===== src/rtl/xcvr_pattern_pkg.sv =====
// Shared types and constants for the transceiver pattern generator.
package xcvr_pattern_pkg;

    typedef enum logic [2:0] {
        MODE_PRBS7   = 3'd0,
        MODE_PRBS15  = 3'd1,
        MODE_PRBS23  = 3'd2,
        MODE_PRBS31  = 3'd3,
        MODE_FIXED   = 3'd4,
        MODE_COUNTER = 3'd5,
        MODE_HF      = 3'd6,
        MODE_LF      = 3'd7
    } mode_e;

    typedef enum logic [1:0] {
        ST_IDLE = 2'd0,
        ST_LOAD = 2'd1,
        ST_RUN  = 2'd2
    } state_e;

    localparam logic [2:0] ADDR_CTRL   = 3'd0;
    localparam logic [2:0] ADDR_FIXED  = 3'd1;
    localparam logic [2:0] ADDR_SEED   = 3'd2;
    localparam logic [2:0] ADDR_CNT_LO = 3'd3;
    localparam logic [2:0] ADDR_CNT_HI = 3'd4;
    localparam logic [2:0] ADDR_STATUS = 3'd5;
    localparam logic [2:0] ADDR_PARAM  = 3'd6;

    localparam int unsigned CTRL_EN       = 0;
    localparam int unsigned CTRL_MODE_LSB = 1;
    localparam int unsigned CTRL_INJECT   = 4;
    localparam int unsigned CTRL_INVERT   = 5;

    localparam int unsigned LFSR_W = 31;

    // PRBS tap table indexed by the low two mode bits: new bit = s[N-1] ^ s[M-1]
    localparam int unsigned PRBS_N [4] = '{7, 15, 23, 31};
    localparam int unsigned PRBS_M [4] = '{6, 14, 18, 28};

    localparam logic [31:0] HF_WORD  = 32'hAAAA_AAAA;
    localparam logic [31:0] LF_WORD  = 32'hF0F0_F0F0;
    localparam logic [30:0] SEED_RST = 31'h7FFF_FFFF;

    // Mask of the live LFSR bits for a polynomial select
    function automatic logic [30:0] prbs_mask(input logic [1:0] sel);
        logic [30:0] m;
        case (sel)
            2'd0:    m = 31'h0000_007F;
            2'd1:    m = 31'h0000_7FFF;
            2'd2:    m = 31'h007F_FFFF;
            default: m = 31'h7FFF_FFFF;
        endcase
        return m;
    endfunction

endpackage


===== src/rtl/xcvr_pattern_gen_hs_prbs_step.sv =====
// One beat of Fibonacci LFSR output, unrolled over DATA_W bits; first bit lands in the MSB.
module xcvr_prbs_step
    import xcvr_pattern_pkg::*;
#(
    parameter int unsigned DATA_W = 128
) (
    input  logic [30:0]       state,
    input  logic [1:0]        poly_sel,
    output logic [DATA_W-1:0] data_c,
    output logic [30:0]       next_state_c
);

    logic [30:0] s;
    logic [30:0] mask;
    logic        nb;

    // Serial shift unrolled into a combinational cone
    always_comb begin
        mask   = prbs_mask(poly_sel);
        s      = state & mask;
        nb     = 1'b0;
        data_c = '0;
        for (int unsigned i = 0; i < DATA_W; i++) begin
            case (poly_sel)
                2'd0:    nb = s[PRBS_N[0]-1] ^ s[PRBS_M[0]-1];
                2'd1:    nb = s[PRBS_N[1]-1] ^ s[PRBS_M[1]-1];
                2'd2:    nb = s[PRBS_N[2]-1] ^ s[PRBS_M[2]-1];
                default: nb = s[PRBS_N[3]-1] ^ s[PRBS_M[3]-1];
            endcase
            s = {s[29:0], nb} & mask;
            data_c[DATA_W-1-i] = nb;
        end
        next_state_c = s;
    end

endmodule


===== src/rtl/xcvr_pattern_gen_hs.sv =====
// Transceiver test pattern source with CSR slave and valid/ready beat output.
module xcvr_pattern_gen_hs
    import xcvr_pattern_pkg::*;
#(
    parameter int unsigned DATA_W = 128,
    parameter int unsigned CNT_W  = 64
) (
    input  logic              clk_clk,
    input  logic              reset_reset,
    input  logic [2:0]        csr_slave_address,
    input  logic              csr_slave_write,
    input  logic              csr_slave_read,
    input  logic [3:0]        csr_slave_byteenable,
    input  logic [31:0]       csr_slave_writedata,
    output logic [31:0]       csr_slave_readdata,
    output logic [DATA_W-1:0] aso_data,
    output logic              aso_valid,
    input  logic              aso_ready
);

    localparam int unsigned LANES = DATA_W / 32;

    // CSR-visible configuration
    logic              ctrl_en_q;
    mode_e             ctrl_mode_q;
    logic              ctrl_inv_q;
    logic [31:0]       fixed_q;
    logic [30:0]       seed_q;
    logic [31:0]       shadow_q;
    logic [CNT_W-1:0]  cnt_q;
    logic              pend_q;

    // Stream state
    state_e            state_q, state_d;
    mode_e             act_mode_q;
    logic              act_inv_q;
    logic [30:0]       lfsr_q;
    logic [31:0]       ctr_base_q;
    logic [DATA_W-1:0] beat_q;

    logic              load_c, adv_c;
    logic              xfer_c, wr_ctrl_c, inject_wr_c, en_d_c;
    logic              pend_d, valid_d;
    mode_e             mode_act;
    logic              inv_act;
    logic [30:0]       seed_m, seed_state, step_in;
    logic [31:0]       ctr_base;
    logic [DATA_W-1:0] prbs_data, pat, gen, beat_d;
    logic [30:0]       prbs_next;
    logic [31:0]       fixed_be, seed_be, rd_mux;

    assign xfer_c      = aso_valid & aso_ready;
    assign wr_ctrl_c   = csr_slave_write && (csr_slave_address == ADDR_CTRL) && csr_slave_byteenable[0];
    assign inject_wr_c = wr_ctrl_c & csr_slave_writedata[CTRL_INJECT];
    assign en_d_c      = wr_ctrl_c ? csr_slave_writedata[CTRL_EN] : ctrl_en_q;

    // FSM state register
    always_ff @(posedge clk_clk) begin
        if (reset_reset) state_q <= ST_IDLE;
        else             state_q <= state_d;
    end

    // FSM next state; a disable write stops the stream at the same edge it is stored
    always_comb begin
        state_d = state_q;
        load_c  = 1'b0;
        adv_c   = 1'b0;
        case (state_q)
            ST_IDLE: begin
                if (ctrl_en_q) state_d = ST_LOAD;
            end
            ST_LOAD: begin
                load_c  = 1'b1;
                state_d = en_d_c ? ST_RUN : ST_IDLE;
            end
            ST_RUN: begin
                adv_c = xfer_c;
                if (!en_d_c) state_d = ST_IDLE;
            end
            default: state_d = ST_IDLE;
        endcase
    end

    // Select live vs. freshly loaded configuration and LFSR start state
    always_comb begin
        mode_act   = load_c ? ctrl_mode_q : act_mode_q;
        inv_act    = load_c ? ctrl_inv_q  : act_inv_q;
        seed_m     = seed_q & prbs_mask(mode_act[1:0]);
        seed_state = (seed_m == '0) ? prbs_mask(mode_act[1:0]) : seed_m;
        step_in    = load_c ? seed_state : lfsr_q;
        ctr_base   = load_c ? 32'd0 : ctr_base_q;
    end

    xcvr_prbs_step #(
        .DATA_W (DATA_W)
    ) u_prbs_step (
        .state        (step_in),
        .poly_sel     (mode_act[1:0]),
        .data_c       (prbs_data),
        .next_state_c (prbs_next)
    );

    // Pattern mux, then polarity inversion over the whole beat
    always_comb begin
        pat = '0;
        case (mode_act)
            MODE_PRBS7, MODE_PRBS15, MODE_PRBS23, MODE_PRBS31: pat = prbs_data;
            MODE_FIXED: pat = {LANES{fixed_q}};
            MODE_COUNTER: begin
                for (int unsigned i = 0; i < LANES; i++) begin
                    pat[32*i +: 32] = ctr_base + 32'(i);
                end
            end
            MODE_HF: pat = {LANES{HF_WORD}};
            MODE_LF: pat = {LANES{LF_WORD}};
            default: pat = '0;
        endcase
        gen = pat ^ {DATA_W{inv_act}};
    end

    // Next clean beat, inject bookkeeping and output valid
    always_comb begin
        beat_d  = (load_c | adv_c) ? gen : beat_q;
        valid_d = (state_d == ST_RUN);
        // A write while already pending is absorbed; a transfer consumes the pending flip
        pend_d  = (pend_q & ~xfer_c) | (inject_wr_c & ~pend_q);
    end

    // Datapath registers; aso_data carries the clean beat with bit 0 flipped while an inject is owed
    always_ff @(posedge clk_clk) begin
        if (reset_reset) begin
            act_mode_q <= MODE_PRBS7;
            act_inv_q  <= 1'b0;
            lfsr_q     <= '0;
            ctr_base_q <= '0;
            beat_q     <= '0;
            aso_data   <= '0;
            aso_valid  <= 1'b0;
            pend_q     <= 1'b0;
            cnt_q      <= '0;
        end else begin
            if (load_c) begin
                act_mode_q <= ctrl_mode_q;
                act_inv_q  <= ctrl_inv_q;
            end
            if (load_c | adv_c) lfsr_q <= prbs_next;
            if (load_c)         ctr_base_q <= 32'(LANES);
            else if (adv_c)     ctr_base_q <= ctr_base_q + 32'(LANES);
            beat_q    <= beat_d;
            aso_data  <= beat_d ^ DATA_W'(pend_d & valid_d);
            aso_valid <= valid_d;
            pend_q    <= pend_d;
            if (xfer_c) cnt_q <= cnt_q + CNT_W'(1);
        end
    end

    // Byte-lane merge for FIXED and SEED writes
    always_comb begin
        fixed_be = fixed_q;
        seed_be  = {1'b0, seed_q};
        for (int unsigned b = 0; b < 4; b++) begin
            if (csr_slave_byteenable[b]) begin
                fixed_be[8*b +: 8] = csr_slave_writedata[8*b +: 8];
                seed_be[8*b +: 8]  = csr_slave_writedata[8*b +: 8];
            end
        end
    end

    // CSR write registers
    always_ff @(posedge clk_clk) begin
        if (reset_reset) begin
            ctrl_en_q   <= 1'b0;
            ctrl_mode_q <= MODE_PRBS7;
            ctrl_inv_q  <= 1'b0;
            fixed_q     <= '0;
            seed_q      <= SEED_RST;
        end else if (csr_slave_write) begin
            if (wr_ctrl_c) begin
                ctrl_en_q   <= csr_slave_writedata[CTRL_EN];
                ctrl_mode_q <= mode_e'(csr_slave_writedata[CTRL_MODE_LSB +: 3]);
                ctrl_inv_q  <= csr_slave_writedata[CTRL_INVERT];
            end
            if (csr_slave_address == ADDR_FIXED) fixed_q <= fixed_be;
            if (csr_slave_address == ADDR_SEED)  seed_q  <= seed_be[30:0];
        end
    end

    // Read mux; inject reads back as 0 since it is a strobe
    always_comb begin
        case (csr_slave_address)
            ADDR_CTRL:   rd_mux = {26'd0, ctrl_inv_q, 1'b0, ctrl_mode_q, ctrl_en_q};
            ADDR_FIXED:  rd_mux = fixed_q;
            ADDR_SEED:   rd_mux = {1'b0, seed_q};
            ADDR_CNT_LO: rd_mux = cnt_q[31:0];
            ADDR_CNT_HI: rd_mux = shadow_q;
            ADDR_STATUS: rd_mux = {30'd0, pend_q, (state_q != ST_IDLE)};
            ADDR_PARAM:  rd_mux = 32'(DATA_W);
            default:     rd_mux = 32'd0;
        endcase
    end

    // Registered read data; a CNT_LO read freezes the upper half for a coherent CNT_HI read
    always_ff @(posedge clk_clk) begin
        if (reset_reset) begin
            csr_slave_readdata <= '0;
            shadow_q           <= '0;
        end else begin
            csr_slave_readdata <= csr_slave_read ? rd_mux : 32'd0;
            if (csr_slave_read && (csr_slave_address == ADDR_CNT_LO)) shadow_q <= cnt_q[63:32];
        end
    end

endmodule

===== config.mk =====
export PLATFORM = sky130hd
export DESIGN_NAME = xcvr_pattern_gen_hs
export DESIGN_NICKNAME = d
export VERILOG_FILES = /design/src/rtl/xcvr_pattern_pkg.sv /design/src/rtl/xcvr_pattern_gen_hs_prbs_step.sv /design/src/rtl/xcvr_pattern_gen_hs.sv
export SDC_FILE = /design/constraint.sdc
export NUM_CORES = 1
export LEC_CHECK = 0
export BUFFER_PORTS_ARGS = -buffer_cell sky130_fd_sc_hd__buf_2
export CAP_MARGIN = 0
export CORE_UTILIZATION = 60
export CTS_BUF_LIST = sky130_fd_sc_hd__clkbuf_8 sky130_fd_sc_hd__clkbuf_16
export CTS_CLUSTER_SIZE = 30
export DETAILED_ROUTE_END_ITERATION = 6
export PLACE_DENSITY = 0.79
export REMOVE_ABC_BUFFERS = 1
export SLEW_MARGIN = 5
export SYNTH_ARGS = -nofsm -noshare
export SYNTH_HDL_FRONTEND = slang
export SYNTH_SLANG_ARGS = --single-unit

===== constraint.sdc =====
create_clock -name clk_clk -period 17.7 [get_ports clk_clk]
set_input_delay 2.655 -clock clk_clk [delete_from_list [all_inputs] [get_ports clk_clk]]
set_output_delay 2.655 -clock clk_clk [all_outputs]
set_load 0.005 [all_outputs]

==> flow_metrics.env <==
export IMPL_ctsResizeCount=0
export IMPL_fin_nets=3920
export IMPL_fin_hold_ws_ps=444.7
export IMPL_synth_seq_area_share_pct=26.03
export IMPL_netlist_area_mm2=0.03031
export IMPL_layout_common_cells="513 x nand2_1, 443 x a21oi_1, 394 x dfxtp_1, 350 x xnor2_1, 305 x nor2_1"
export IMPL_cts_tree="yes"
export IMPL_seqCellArea_mm2=0.007888
export IMPL_critPathLaunch="state_q[1]"
export IMPL_avgRoutedWirePerCell_um=27.44
export IMPL_drt_iter0_drc=4242
export IMPL_core_mm2=0.04936
export IMPL_worstSetupStartpointType="flop"
export IMPL_grt_pass1_wl_um=183200
export IMPL_outcome="complete, no violations"
export IMPL_numClockSinks=394
export IMPL_rsz0062_at_grt="false"
export IMPL_rr_endpoint="aso_data[2]"
export IMPL_wirelength_um=125800
export IMPL_first_pass_iters=6
export IMPL_hold_viol=0
export IMPL_syn_avg_cell_area_um2=7.644
export IMPL_gp_congestion=1.074
export IMPL_hold_path_class="flop to flop"
export IMPL_layout_commonest_cell="nand2_1"
export IMPL_grt_ovfl_total=0
export IMPL_crit_fanout=23
export IMPL_cts_made_buffers=43
export IMPL_synth_warnings=0
export IMPL_finalCriticalPeriod_ps=16380
export IMPL_slew_headroom_pct=1.308
export IMPL_finalInstanceArea_mm2=0.03232
export IMPL_worstMarginPinSlew_ps=1480
export IMPL_rr_worst_depth=45
export IMPL_multi_input_area_mm2=0.02028
export IMPL_fill_cells=4344
export IMPL_r2r_setup_slack_ps=1320
export IMPL_grt_pass1_vias=28340
export IMPL_worst_clock_skew_ps=32.34
export IMPL_cp_required_ps=18240
export IMPL_drive_gt1_share_pct=13.67
export IMPL_crit_path_top_delay_cell="o211ai_1"
export IMPL_grt_usage_pct=47.71
export IMPL_grt_max_degree=140
export IMPL_max_freq_mhz=61.04
export IMPL_clk_latency_ps=620
export IMPL_start_util_pct=61.40
export IMPL_area_growth_syn_to_layout_pct=6.639
export IMPL_port_buffers=204
export IMPL_crit_end="aso_data[2]"
export IMPL_ioPinCount=205
export IMPL_slowest_delay_ps=1100
export IMPL_drc=0
export IMPL_hold_buffers=0
export IMPL_setup_viol=0
export IMPL_root_buffer="clkbuf_16"
export IMPL_yosys_cell_types_count=142
export IMPL_htreeDepth=2
export IMPL_slew_violations=0
export IMPL_async_flop_share_pct=0
export IMPL_dpl_cell_area_mm2=0.03075
export IMPL_via_count=31120
export IMPL_rows=81
export IMPL_post_route_period_util_pct=92.56
export IMPL_worstSetupPathType="flop to flop"
export IMPL_synthCells=3965
export IMPL_die_y_um=226.7
export IMPL_die_x_um=226.7
export IMPL_tns_ps=0
export IMPL_place_hpwl_um=90810
export IMPL_r2r_start="state_q[1]"
export IMPL_ant_nets=0
export IMPL_clk_pin_slew_ps=60
export IMPL_crit_path_end_kind="flop"
export IMPL_synth_edf_count=0
export IMPL_antenna_found_initial=12
export IMPL_cts_buffer_depth=3
export IMPL_cap_violations=0
export IMPL_dieArea_mm2=0.05141
export IMPL_via_per_inst=6.790
export IMPL_synth_seq_cells=394
export IMPL_ys_flop_type="dfxtp_1"
export IMPL_arrival_ps=16920
export IMPL_post_cts_buffers=0
==> cell type report <==
cell class                      count  share of cell area (%)
Multi-Input combinational cell   3121                   62.74
Sequential cell                   394                   24.41
Timing Repair Buffer              288                   5.180
Clock buffer                       53                   3.755
Tap cell                          664                   2.571
Clock inverter                     24                  0.9446
Inverter                           26                  0.3020
Antenna cell                       13                  0.1007
==> critical path: cells and delay by family, from the launching register on <==
kind | cells | cell delay (ps)
simple gates | 11 | 3580
mux | 6 | 2320
xor+xnor | 7 | 1400
buf+inv | 4 | 1230
compound gates | 17 | 7220
flops | 1 | 460
==> registers in the layout (all words and copies together), names as in the netlist, 2 cells and up <==
| name | flops |
|---|---|
| act_mode_q | 3 |
| seed_q | 31 |
| cnt_q | 64 |
| state_q | 2 |
| shadow_q | 32 |
| ctrl_mode_q | 3 |
| ctr_base_q | 30 |
| aso_data | 128 |
| fixed_q | 32 |
| csr_slave_readdata | 32 |
| lfsr_q | 31 |
==> worst min-delay path by stage <==
stage                            start      endpoint  slack [ps]  depth (start not counted)
after floorplan            shadow_q[1]   shadow_q[1]         430                          2
after global placement    aso_data[70]  aso_data[70]         440                          2
after detailed placement  aso_data[85]  aso_data[85]         440                          2
after CTS                 aso_data[85]  aso_data[85]         450                          2
after global routing      aso_data[86]  aso_data[86]         460                          2
final                     aso_data[54]  aso_data[54]         440                          2
==> stage by stage <==
stage | util (%) | cells | setup slack [ps]
after detailed placement | 62.31 | 4492 | 2003
after global placement | 62.30 | 4491 | 2001
after CTS | 65.39 | 4569 | 1885
final | 65.48 | 4583 | 1317
after global routing | 65.43 | 4574 | 852.4
after floorplan | - | 3541 | -1509
==> layer usage <==
layer / up-vias / track usage (%) / share of wire (%)
li1: 13760 / - / -
met1: 14530 / 57.65 / 36
met2: 2215 / 70.84 / 42
met3: 609 / 12.03 / 12
met4: 2 / 40.37 / 9.6
met5: - / 0 / 0.010
==> synthesized netlist by cell type (20+ instances only) <==
master | count | area, um^2
xnor2_1 | 350 | 3065
inv_1 | 26 | 97.59
a211o_1 | 44 | 385.4
o22ai_1 | 22 | 137.6
and2_1 | 20 | 125.1
and3_1 | 61 | 381.6
a21o_1 | 22 | 165.2
buf_2 | 31 | 155.2
o21ai_1 | 24 | 120.1
buf_4 | 141 | 1059
nand3_1 | 94 | 470.5
a221oi_1 | 36 | 315.3
or3_1 | 54 | 337.8
nor3_1 | 42 | 210.2
o21ai_0 | 176 | 880.8
nor2b_1 | 40 | 250.2
a22oi_1 | 77 | 578.1
xor2_1 | 189 | 1655
mux2i_1 | 55 | 550.5
nor2_1 | 308 | 1156
buf_1 | 53 | 198.9
a31oi_1 | 31 | 193.9
clkbuf_1 | 192 | 720.7
nor4_1 | 22 | 137.6
a21oi_1 | 444 | 2222
o211ai_1 | 33 | 247.7
nand2_1 | 516 | 1937
dfxtp_1 | 394 | 7888
a211oi_1 | 47 | 352.8
nand4_1 | 30 | 187.7
==> cells by family (layout without fill, tap and decap cells) <==
kind of cell | after synthesis | count (layout) | share of synthesized area [%]
xor gates and xnor gates | 549 | 549 | 16.15
and+or+nand+nor | 1296 | 1296 | 20.18
other | 0 | 13 | 0
buffers and inverters | 450 | 391 | 7.621
muxes | 71 | 71 | 2.584
DFF | 394 | 394 | 26.03
AOI/OAI and AO/OA | 1203 | 1203 | 27.36
adders and majority gates | 2 | 2 | 0.08256
Power is left out: the tool's default activity adds up to more than one toggle a clock period on the data nets, which glitch-free logic cannot reach.
